[src/rtl/mux_2to1.sv]
// mux_2to1: parameterized 2:1 selector with a combinational output, a
// registered copy, registered select and a select-change flag.
// Optional feature: define MUX_2TO1_PARITY_EN to add out_par, the XOR
// reduction of out_q, registered alongside out_q.
module mux_2to1 #(
  parameter int WIDTH = 8
) (
  input  logic             clk,
  input  logic             rst_n,
  input  logic [WIDTH-1:0] in1,
  input  logic [WIDTH-1:0] in2,
  input  logic             sel,
  input  logic             ld,
  output logic [WIDTH-1:0] out,
  output logic [WIDTH-1:0] out_q,
  output logic             sel_q,
  output logic             sel_chg
`ifdef MUX_2TO1_PARITY_EN
  ,
  output logic             out_par
`endif
);

  // Combinational select; an unknown sel yields all-X rather than a silent pick
  always_comb begin
    out = 'x;
    case (sel)
      1'b0:    out = in1;
      1'b1:    out = in2;
      default: out = 'x;
    endcase
  end

  // Registered copy of the selection, select state and one-cycle change flag
  always_ff @(posedge clk or negedge rst_n) begin
    if (!rst_n) begin
      out_q   <= '0;
      sel_q   <= 1'b0;
      sel_chg <= 1'b0;
    end else if (ld) begin
      out_q   <= out;
      sel_q   <= sel;
      sel_chg <= (sel != sel_q);
    end else begin
      sel_chg <= 1'b0;
    end
  end

`ifdef MUX_2TO1_PARITY_EN
  // Parity of the value being loaded, so it lands in the same cycle as out_q
  always_ff @(posedge clk or negedge rst_n) begin
    if (!rst_n)  out_par <= 1'b0;
    else if (ld) out_par <= ^out;
  end
`endif

endmodule

[config.mk]
export PLATFORM = sky130hd
export DESIGN_NAME = mux_2to1
export DESIGN_NICKNAME = d
export VERILOG_FILES = /design/src/rtl/mux_2to1.sv
export SDC_FILE = /design/constraint.sdc
export NUM_CORES = 1
export LEC_CHECK = 0
export ABC_AREA = 1
export CELL_PAD_IN_SITES_DETAIL_PLACEMENT = 0
export CELL_PAD_IN_SITES_GLOBAL_PLACEMENT = 1
export CORE_UTILIZATION = 22
export CTS_CLUSTER_DIAMETER = 50
export CTS_CLUSTER_SIZE = 12
export DETAILED_ROUTE_END_ITERATION = 12
export PLACE_DENSITY_LB_ADDON = 0.1
export SLEW_MARGIN = 30
export SYNTH_ARGS = -nofsm -noshare
export SYNTH_HDL_FRONTEND = slang
export SYNTH_SLANG_ARGS = --single-unit
[constraint.sdc]
create_clock -name clk -period 0.8 [get_ports clk]
set_input_delay 0.16 -clock clk [delete_from_list [all_inputs] [get_ports clk]]
set_output_delay 0.16 -clock clk [all_outputs]
set_load 0.02 [all_outputs]
==> reports/metrics.csv <==
metric,value,unit
Remaining DRCs,0,
"IR drop worst, VDD",1.33,mV
Placed Cells,168,
vias per std cell,4.14,
All-Layer GR Usage,16.5,%
DRT Pass-1 Iters,3,
"commonest non-fill, non-tap cell in the layout",buf_4,
cell row count,18,
initial antenna violation count,0,
first-pass GRT wire length,3250,um
failing checks,negative setup slack,
Top-Level Pins,38,
layout cell share with drive strength beyond 1,70.2,%
Crit path max-delay family,flip-flops,
setup ws final,-0.170,ns
DRT Wirelength,2170,um
CP Cell Sequence,buf_6,
grt ovf,0,
"FF+latch count, synth",10,
Num CTS Buffers,3,
Worst path slowest cell,dfrtp_1,
leakage,0.859,nW
CP endpoint kind,output port,
most frequent cells in the layout,"buf_4 (35), buf_6 (24), nand2_1 (18), inv_2 (11)",
reg2reg end,sel_chg$_DFF_PN0_,
CTS Root Cell,clkbuf_4,
slew margin rel.,89.1,%
"Setup violations, final",20,
Die Y-Extent,53.0,um
Initial Utilization,23.1,%
Mapped Cells,84,
Port-buffer cells,37,
post-DR wirelength/cell,10.9,um
worst reg2reg path startpoint,sel_q$_DFFE_PN0P_,
vias in the first global route,746,
Nets,189,
Non-Filler Instances,198,
Worst-Skew Late Latency,0.27,ns
Die Area,2810,um^2
WS Path Type,flip-flop to output port,
Netlist cell types,10,
Worst R2R Setup Slack,-0.05,ns
Final Power,1.93,mW
worst r2r path cells,4,
RSZ-0062 raised after global routing,yes,
Synth Cell Area,572,um^2
Critical Path RT,0.64,ns
# fillers,239,
minimum clock period,0.970,ns
buffer depth of the longest clock path,2,
Hold Worst Slack,0.199,ns
largest net degree at the start of global routing,11,
# hold bufs at CTS,0,
Clock transition at path regs,0.07,ns
launch point of the worst path,out_q[5]$_DFFE_PN0P_,
max-slew violations,0,
Pwr Density,1250,nW/um^2
final critical-path share of the clock period,121,%
clk sink count,10,
GP Congestion,0.703,
CP Launch Type,flip-flop,
Core ar.,2480,um^2
Area growth syn-to-layout,170,%
Detail Route Antenna Nets,0,
H-tree depth,1,
Via Count,819,
Final Skew,0.0000139,ns
die span in x,53.0,um
CTS tree,built,
Syn Nets,104,
HPWL after DPL,1190,um
syn avg cell area,6.81,um^2
CP Data Arrival Time,0.81,ns
drt first-iter violations,4,
Worst Hold Class,input pin to asynchronous set/reset pin,
highest fanout seen on the critical path,2,
MaxCap Viol Count,0,
Fmax achieved,1030,MHz
slowest cell delay on critical path,0.40,ns
"Seq/Total Area, Yosys",43.8,%
Buf/Inv on CP,1,
Synth warnings,0,
final hold violation count,0,
worst-margin pin slew,0.163,ns
antenna diode count,0,
outcome,"finished, violations left",
## registers in the layout, indices dropped and copies added, names as in the netlist
register	cells
out_q	8
sel_q	1
sel_chg	1
## cells in the mapped netlist
library cell  number  area (um^2)
inv_1             18         67.6
o21ai_0            1         5.00
and2_1             8         50.1
nand3_1            8         40.0
inv_2              1         3.75
buf_4              1         7.51
buf_6              1         11.3
dfrtp_1           10          250
a21oi_1            1         5.00
nand2_1           35          131
## worst max-delay path by stage
stage,to,slack [ns],depth (start not counted)
after floorplan,sel_chg$_DFF_PN0_,0.06,3
after global placement,out[3],-0.98,5
after detailed placement,out[6],-1.01,5
after CTS,out_q[6],-0.17,1
after global routing,out_q[6],-0.20,1
final,out_q[5],-0.17,1
## what timing repair did
action	4_1_cts	5_1_grt
setup endpoints to repair	27	23
pin swaps	25	12
buffers inserted	30	7
cloned	2	0
hold endpoints to repair	0	0
resized for setup	195	21
## report_power, final
group | total (mW) | internal (mW) | leakage, nW | switching [mW]
registers | 0.596 | 0.557 | 0.121 | 0.0383
clock network | 0.461 | 0.277 | 0.0210 | 0.184
logic | 0.869 | 0.501 | 0.717 | 0.368
## through the flow
stage / setup TNS [ns] / utilization [%] / setup WS (ns) / instance area [um^2]
after global routing: -3.00 / 62.4 / -0.200 / 1550
final: -2.45 / 62.4 / -0.170 / 1550
after floorplan: 0 / - / 0.0569 / 572
after detailed placement: -14.98 / 45.6 / -1.01 / 1130
after CTS: -2.34 / 60.6 / -0.175 / 1500
after global placement: -14.75 / 45.6 / -0.982 / 1130
## kinds of logic (layout without fill, tap and decap cells)
group           count (synthesis)  count (layout)  share of synthesized area [%]
buf+inv                        21             105                           15.8
compound gates                  2               2                           1.75
simple gates                   51              51                           38.7
flops                          10              10                           43.8
## layer usage
metal,vias up,GRT usage [%],wire (um)
met1,380,18.3,907
li1,413,-,-
met5,-,0,0
met3,2,5.17,122
met2,24,30.8,1130
met4,0,2.63,6
## area by class of cell
cell class / instances / area, um^2 / area share, %
clock buffers: 4 / 36.3 / 2.35
well taps: 30 / 37.5 / 2.43
repair inverters: 1 / 7.51 / 0.485
inverters: 19 / 83.8 / 5.42
flip-flops and latches: 10 / 250 / 16.2
repair buffers: 81 / 768 / 49.7
multi-input cells: 53 / 363 / 23.5
Note: power is estimated with default switching activity, not from simulation.
